`src/rtl/i2c_pkg.sv`:
```
`default_nettype none
// +-------------------------------------------------------------------+
// | i2c_pkg : shared types and defaults for the I2C bus conditioner    |
// | Rev 1.0                                                            |
// +-------------------------------------------------------------------+
package i2c_pkg;

  typedef enum logic [0:0] {
    IDLE = 1'b0,
    BUSY = 1'b1
  } bus_state_t;

  localparam int              c_sync_stages = 2;
  localparam int              c_filt_len    = 3;
  localparam int              c_to_w        = 16;
  localparam logic [15:0]     c_to_cycles   = 16'd50000;

endpackage : i2c_pkg
`default_nettype wire

```
`src/rtl/i2c_glitch_filter.sv`:
```
`default_nettype none
// +-------------------------------------------------------------------+
// | i2c_glitch_filter : synchroniser, run-length filter, edge strobes  |
// | Rev 1.0                                                            |
// +-------------------------------------------------------------------+
module i2c_glitch_filter
  import i2c_pkg::*;
#(
  parameter int SYNC_STAGES = c_sync_stages,
  parameter int FILT_LEN    = c_filt_len
) (
  input  logic clk,
  input  logic rstn,
  input  logic pin_in,
  output logic level,
  output logic rise,
  output logic fall
);

  localparam int               CNT_W     = $clog2(FILT_LEN) + 1;
  localparam logic [CNT_W-1:0] c_cnt_max = CNT_W'(FILT_LEN - 1);

  logic [SYNC_STAGES-1:0] r_sync;
  logic [CNT_W-1:0]       r_cnt;
  logic                   w_sample;

  assign w_sample = r_sync[SYNC_STAGES-1];

  // Idle bus is high, so everything resets to 1 to avoid a spurious edge.
  always_ff @(posedge clk or negedge rstn) begin
    if (!rstn) begin
      r_sync <= '1;
      r_cnt  <= '0;
      level  <= 1'b1;
      rise   <= 1'b0;
      fall   <= 1'b0;
    end else begin
      r_sync <= {r_sync[SYNC_STAGES-2:0], pin_in};
      rise   <= 1'b0;
      fall   <= 1'b0;
      if (w_sample == level) begin
        r_cnt <= '0;
      end else if (r_cnt == c_cnt_max) begin
        level <= w_sample;
        r_cnt <= '0;
        rise  <= w_sample;
        fall  <= ~w_sample;
      end else begin
        r_cnt <= r_cnt + 1'b1;
      end
    end
  end

endmodule : i2c_glitch_filter
`default_nettype wire

```
`src/rtl/i2c_bus_conditioner.sv`:
```
`default_nettype none
// +-------------------------------------------------------------------+
// | i2c_bus_conditioner : filtered SCL/SDA, START/STOP, busy, timeout  |
// | Rev 1.0                                                            |
// +-------------------------------------------------------------------+
module i2c_bus_conditioner
  import i2c_pkg::*;
#(
  parameter int              SYNC_STAGES = c_sync_stages,
  parameter int              FILT_LEN    = c_filt_len,
  parameter int              TO_W        = c_to_w,
  parameter logic [TO_W-1:0] TO_CYCLES   = TO_W'(c_to_cycles)
) (
  input  logic clk,
  input  logic rstn,
  input  logic scl_in,
  input  logic sda_in,
  output logic scl_f,
  output logic sda_f,
  output logic scl_rise,
  output logic scl_fall,
  output logic start_det,
  output logic rstart_det,
  output logic stop_det,
  output logic bus_busy,
  output logic timeout
);

  localparam logic [TO_W-1:0] c_to_last = TO_CYCLES - TO_W'(1);

  bus_state_t      r_state;
  logic [TO_W-1:0] r_to_cnt;
  logic            w_sda_rise, w_sda_fall;
  logic            w_scl_stable, w_start, w_stop, w_to_sat, w_to_hit;

  i2c_glitch_filter #(.SYNC_STAGES(SYNC_STAGES), .FILT_LEN(FILT_LEN)) u_scl_filt (
    .clk(clk), .rstn(rstn), .pin_in(scl_in),
    .level(scl_f), .rise(scl_rise), .fall(scl_fall)
  );

  i2c_glitch_filter #(.SYNC_STAGES(SYNC_STAGES), .FILT_LEN(FILT_LEN)) u_sda_filt (
    .clk(clk), .rstn(rstn), .pin_in(sda_in),
    .level(sda_f), .rise(w_sda_rise), .fall(w_sda_fall)
  );

  // SCL high now with no edge strobe means it was high last cycle too.
  assign w_scl_stable = scl_f & ~scl_rise & ~scl_fall;
  assign w_start      = w_sda_fall & w_scl_stable;
  assign w_stop       = w_sda_rise & w_scl_stable;
  assign w_to_sat     = (r_to_cnt == c_to_last);
  assign w_to_hit     = (r_state == BUSY) & ~scl_f & ~w_to_sat
                        & ((r_to_cnt + TO_W'(1)) == c_to_last);
  assign bus_busy     = (r_state == BUSY);

  always_ff @(posedge clk or negedge rstn) begin
    if (!rstn) begin
      r_state    <= IDLE;
      r_to_cnt   <= '0;
      start_det  <= 1'b0;
      rstart_det <= 1'b0;
      stop_det   <= 1'b0;
      timeout    <= 1'b0;
    end else begin
      start_det  <= w_start & (r_state == IDLE);
      rstart_det <= w_start & (r_state == BUSY);
      stop_det   <= w_stop;
      timeout    <= w_to_hit & ~w_stop;

      // A saturated count survives the drop to IDLE so the strobe cannot repeat.
      if (scl_f || ((r_state == IDLE) && !w_to_sat)) begin
        r_to_cnt <= '0;
      end else if ((r_state == BUSY) && !w_to_sat) begin
        r_to_cnt <= r_to_cnt + TO_W'(1);
      end

      case (r_state)
        IDLE:    if (w_start && !w_stop) r_state <= BUSY;
        BUSY:    if (w_stop || w_to_hit) r_state <= IDLE;
        default: r_state <= IDLE;
      endcase
    end
  end

endmodule : i2c_bus_conditioner
`default_nettype wire
```
`config.mk`:
```
export PLATFORM = sky130hd
export DESIGN_NAME = i2c_bus_conditioner
export DESIGN_NICKNAME = d
export VERILOG_FILES = /design/src/rtl/i2c_pkg.sv /design/src/rtl/i2c_glitch_filter.sv /design/src/rtl/i2c_bus_conditioner.sv
export SDC_FILE = /design/constraint.sdc
export NUM_CORES = 1
export LEC_CHECK = 0
export ABC_AREA = 0
export BUFFER_PORTS_ARGS = -buffer_cell sky130_fd_sc_hd__buf_2
export CORE_UTILIZATION = 57
export CTS_CLUSTER_SIZE = 10
export DETAILED_ROUTE_END_ITERATION = 6
export GPL_TIMING_DRIVEN = 0
export PLACE_DENSITY = 0.76
export SLEW_MARGIN = 20
export SYNTH_ARGS = -nofsm -noshare
export SYNTH_HDL_FRONTEND = slang
export SYNTH_SLANG_ARGS = --single-unit
```
`constraint.sdc`:
```
create_clock -name clk -period 2.99 [get_ports clk]
set_clock_uncertainty 0.05 [all_clocks]
set_input_delay 0.299 -clock clk [delete_from_list [all_inputs] [get_ports clk]]
set_output_delay 0.299 -clock clk [all_outputs]
set_load 0.02 [all_outputs]
```
== After elaboration in Yosys (flattened, before gate mapping) ==
Index checks and enable logic that the tools add are counted.
Storage, ports and cells
  output and inout bits: 9
  register bits: 37
Operators by class
  equality and inequality tests: 6
  reduce and logical (&&, ||, !) cells: 10
  bitwise logic cells: 20
  mux-type cells: 17
  $add $sub $neg: 3
Operators with widths (count)
  == test 16 bit (second input constant): 2
  two-way mux 16 bit: 2
  adder 16 x 1 -> 16 bit (second input constant): 1
  two-way mux 3 bit: 4
  bitwise AND 1 bit: 10
  two-way mux 1 bit: 10
  NOT 1 bit: 10
  adder 3 x 1 -> 3 bit (second input constant): 2
  == test 3 x 2 -> 1 bit (second input constant): 2
  AND reduction 2 bit: 2
  logical AND 1 bit: 3
  == test 1 bit: 2
  logical NOT 1 bit: 2
  logical OR 1 bit: 2
  case mux 1 bit (2 select lines): 1
  nonzero test 2 bit: 1

== Logic depth before layout (Yosys ltp) ==
  depth in word-level cells: 8
  mapped depth: 8
  mapped depth without buffers: 7

== By module ==
From an unflattened synthesis, not the netlist that was laid out.
Unflattened totals
  cell total of the unflattened synthesis: 163
  area, all modules: 1785.5 um2
By module, submodules not included
  i2c_bus_conditioner: area an instance 1177.4 um2, cells an instance 121, seq. area each 525.5 um2, times used 1
  i2c_glitch_filter: area an instance 304.0 um2, cells an instance 21, seq. area each 203.9 um2, times used 2

== Worst setup path after synthesis ==
OpenSTA, ideal clock, no wires.
  kind: register to register
  start: register r_to_cnt[0]
  end: register r_state (netlist: bus_busy)
  arrival: 2068 ps
  path buffers: 1
  period minus slack after synthesis: 2248 ps
  path slack: 742 ps
  stages on the path, launching flop included: 9
  cell sequence: dfrtp_1 -> ha_1 -> nand3_2 -> or3_1 -> buf_2 -> mux2_4 -> o22a_1 -> nor4_4 -> a211oi_2
On the way
  word-level cells in the longest chain between the ends: 7
  elaborated cells on any way between the ends: 9
  classes of those cells: add/sub (1); eq/ne (2); mux (2); bitwise (3); reduce/logical (1)
RTL lines
  from (decl): line i2c_bus_conditioner.sv:32  | logic [TO_W-1:0] r_to_cnt;
  from (signal assigned): line i2c_bus_conditioner.sv:73  | r_to_cnt <= r_to_cnt + TO_W'(1);
  branches (longest 3 deep; another with adder 16 x 1 -> 16 bit)
  bitwise AND 1 bit (*): line i2c_bus_conditioner.sv:52  | & ((r_to_cnt + TO_W'(1)) == c_to_last);
  logical OR 1 bit (*): line i2c_bus_conditioner.sv:78  | BUSY: if (w_stop || w_to_hit) r_state <= IDLE;
  two-way mux 1 bit (*): line i2c_bus_conditioner.sv:78
  case mux 1 bit (2 select lines) (*): line i2c_bus_conditioner.sv:76  | case (r_state)
  to (signal assigned): line i2c_bus_conditioner.sv:77  | IDLE: if (w_start && !w_stop) r_state <= BUSY;
  to (signal assigned): line i2c_bus_conditioner.sv:78
  to (signal assigned): line i2c_bus_conditioner.sv:79  | default: r_state <= IDLE;
  to (decl): line i2c_bus_conditioner.sv:31  | bus_state_t r_state;
Mark *: on every way between the ends.
A chain may end at the register's enable or synchronous reset.

== Worst setup path after layout ==
  start: register r_to_cnt[1]
  end: register r_state (netlist: bus_busy)
The elaborated chain is that of the path after synthesis.

==> results.tsv <==
metric	value	unit
adder-cell area share of the yosys netlist	1.41	%
worst slew pin tran	782	ps
Via density	5.81	
WL final	3360	um
crit-path max FO	7	
hold crit path type	reg -> reg	
setup TNS	0	ps
Die Y	57.9	um
Crit path largest cell delay	490	ps
Core Box Area	0.00285	mm^2
relative slew slack	47.9	%
fin cells	224	
Placed Cells	213	
RSZ-0062 raised after global routing	false	
Avg Cell Area, Syn	10.5	um^2
vias in the first global route	1230	
HPWL Detailed	2400	um
fmax	396	MHz
I/O pin count	13	
# fillers	219	
TritonRoute pass-1 iters	4	
P per Cell Area	635	mW/mm^2
Initial Util	62.4	%
DRT iter0 DRCs	57	
clock period minus worst slack	2530	ps
Final #Nets	198	
FF+latch count, synth	37	
# diodes	0	
initial antenna violation count	0	
I/O Buffers	12	
CTS Sinks	37	
post-route clock period utilization	84.5	%
first-pass GRT wire length	5690	um
share of post-route cells with drive strength above 1	21.2	%
VDD IR-drop max	480	uV
CTS max path bufs	2	
Final setup viols	0	
Worst setup SP type	flip-flop	
final antenna-violating net count	0	
leak pwr	0.842	nW
CTS tree	built	
Die X	57.9	um
Yosys warnings	0	
CP Cell Sequence	ha_1 > nand3_2 > or3_1 > buf_2 > mux2_4 > o22a_1 > nor4_4 > a211oi_2	
combinational family with the most area after synthesis	simple AND/OR/NAND/NOR gates	
# H-tree levels	2	
total CTS buffers	5	
slowest CP cell	dfrtp_1	
Fin. Hold Viols	0	
Distinct cells, synth	38	
FP Rows	19	
synthesized net count	176	
status	complete, no violations	
CP Capture Type	flip-flop	
Post-Synth Simple-Gate Area	25.4	%
CP Class	reg -> reg	
die area	0.00335	mm^2
WP data required	3180	ps
largest net degree at the start of global routing	38	
DRC viols	0	
gr ovfl total	0	
post-synthesis sequential area ratio	52.5	%
mux cell area share after synthesis	4.50	%
post-synthesis compound-gate area fraction	5.56	%
delay-heaviest family, CP	simple AND/OR/NAND/NOR gates	
clock-pin slew on the worst setup and hold paths	130	ps
Cell Area, Synth	0.00178	mm^2
crit path buf inv count	1	
Slew Viols, Final	0	
synthesized instance count	170	
Synth area leader	dfrtp_1	
P&R area growth vs syn	12.0	%
Yosys top cell area share	43.6	%
total track usage	23.7	%
Max Cap Viol	0	
Clock Latency Late Sink	360	ps
post-synthesis xor/xnor area fraction	8.37	%
vias post-DR	1301	
synth top area cells	dfrtp_1 (44%), dfstp_2 (8.9%), xnor2_1 (4.9%)	
Clock Root Buffer	clkbuf_4	
crit path DAT	2720	ps
global placement routability congestion	0.844	
mean routed wirelength per cell	15.0	um
## worst reg2reg max path, delay by kind of cell, from the launching register on
kind / cells / cell delay, ps
simple gates: 3 / 860
flops: 1 / 490
mux: 1 / 300
compound gates: 2 / 280
fa+ha+maj: 1 / 270
buf+inv: 1 / 160
## area by class of cell
type / instances / area [um^2] / share of cell area [%]
Buffer: 6 / 26.3 / 1.32
Clock buffer: 5 / 37.5 / 1.88
Clock inverter: 3 / 46.3 / 2.32
Inverter: 4 / 15.0 / 0.754
Multi-Input combinational cell: 123 / 805 / 40.4
Sequential cell: 37 / 933 / 46.9
Tap cell: 31 / 38.8 / 1.95
Timing Repair Buffer: 15 / 90.1 / 4.52
## state kept, by name, summed over array words and instances, names as in the netlist
signal and cells:
u_sda_filt.level 1, bus_busy 1, start_det 1, r_to_cnt 16, u_scl_filt.r_cnt 3, u_sda_filt.r_sync 2
u_sda_filt.rise 1, rstart_det 1, u_scl_filt.r_sync 2, u_scl_filt.rise 1, stop_det 1, u_sda_filt.fall 1
u_sda_filt.r_cnt 3, u_scl_filt.level 1, u_scl_filt.fall 1, timeout 1
## through the flow
step	instance area (um^2)	util, %	hold slack, ps	worst slack, ps	total power, mW
after detailed placement	1880	65.8	298	483	0.919
after CTS	1990	69.8	317	468	1.28
after global placement	1880	65.8	298	562	0.896
after floorplan	1780	-	-46.6	742	0.831
final	1990	69.8	314	463	1.27
after global routing	1990	69.8	322	333	1.34
## cell usage in the layout, fill, tap and decap left out, drive strengths merged
cell type / count
clkinv: 1
mux2i: 2
nor4b: 1
nor2: 20
nand2b: 4
dfstp: 6
buf: 15
bufinv: 1
mux2: 5
and4: 1
o22a: 1
xnor2: 10
nand2: 12
nand3: 12
inv: 4
dfrtp: 31
nor2b: 4
nor3b: 6
a21oi: 3
nor3: 4
clkbuf: 8
or2: 1
and3: 3
nor4: 5
xor2: 7
or3: 2
o22ai: 2
o211ai: 1
o21ai: 7
a211oi: 1
ha: 2
nand4: 3
clkinvlp: 1
nand3b: 3
a21boi: 1
dlygate4sd3: 3
## final timing paths
| check | startpoint | end | slack (ps) | depth (start not counted) |
|---|---|---|---|---|
| setup / recovery | r_to_cnt[1] | bus_busy | 460 | 8 |
| hold reg to reg | u_sda_filt.r_sync[0] | u_sda_filt.r_sync[1] | 310 | 0 |
| setup reg to reg | r_to_cnt[1] | bus_busy | 460 | 8 |
| min in group asynchronous | rstn | r_to_cnt[4] | 480 | 2 |
| max in group asynchronous | rstn | start_det | 1900 | 2 |
| hold / removal | u_sda_filt.r_sync[0] | u_sda_filt.r_sync[1] | 310 | 0 |
## synth_stat cells
library cell   n
a211oi_2       1
a21boi_0       1
a21oi_1        3
and3_1         2
and3_2         1
and4_1         1
buf_2          3
clkbuf_1       3
dfrtp_1       31
dfstp_2        6
ha_1           2
inv_1          4
mux2_2         4
mux2_4         1
mux2i_1        2
nand2_1       12
nand2b_1       4
nand3_1       11
nand3_2        1
nand3b_1       3
nand4_1        2
nand4_2        1
nor2_1        20
nor2b_1        4
nor3_1         4
nor3b_1        6
nor4_1         4
nor4_4         1
nor4b_1        1
o211ai_1       1
o21ai_0        7
o22a_1         1
o22ai_1        2
or2_2          1
or3_1          1
or3_2          1
xnor2_1       10
xor2_1         7
## where the power goes
group	leakage (nW)	total [mW]	switching [mW]	internal, mW
clock network	0.0414	0.358	0.181	0.177
registers	0.490	0.639	0.0610	0.578
logic	0.310	0.269	0.156	0.113
## kinds of logic (layout without fill, tap and decap cells)
family / Yosys count / in the layout
AND/OR/NAND/NOR: 81 / 81
flip-flops: 37 / 37
XOR/XNOR: 17 / 17
AO/OA/AOI/OAI: 16 / 16
buffers and inverters: 10 / 33
multiplexers: 7 / 7
adder cells (fa/ha/maj): 2 / 2
## what timing repair did
action,CTS,global route
resized for setup,0,0
endpoints found under the hold margin,33,0
setup endpoints to repair,0,0
hold buffers,3,0
buffers inserted,0,0
## metal layers
metal | vias up | wire [um] | GRT usage (%)
met4 | 0 | 58 | 10.2
met5 | - | 0 | 0
met1 | 641 | 1400 | 28.1
li1 | 629 | - | -
met3 | 6 | 166 | 7.14
met2 | 25 | 1730 | 39.9
No activity file was read; power rests on OpenSTA's default activity.
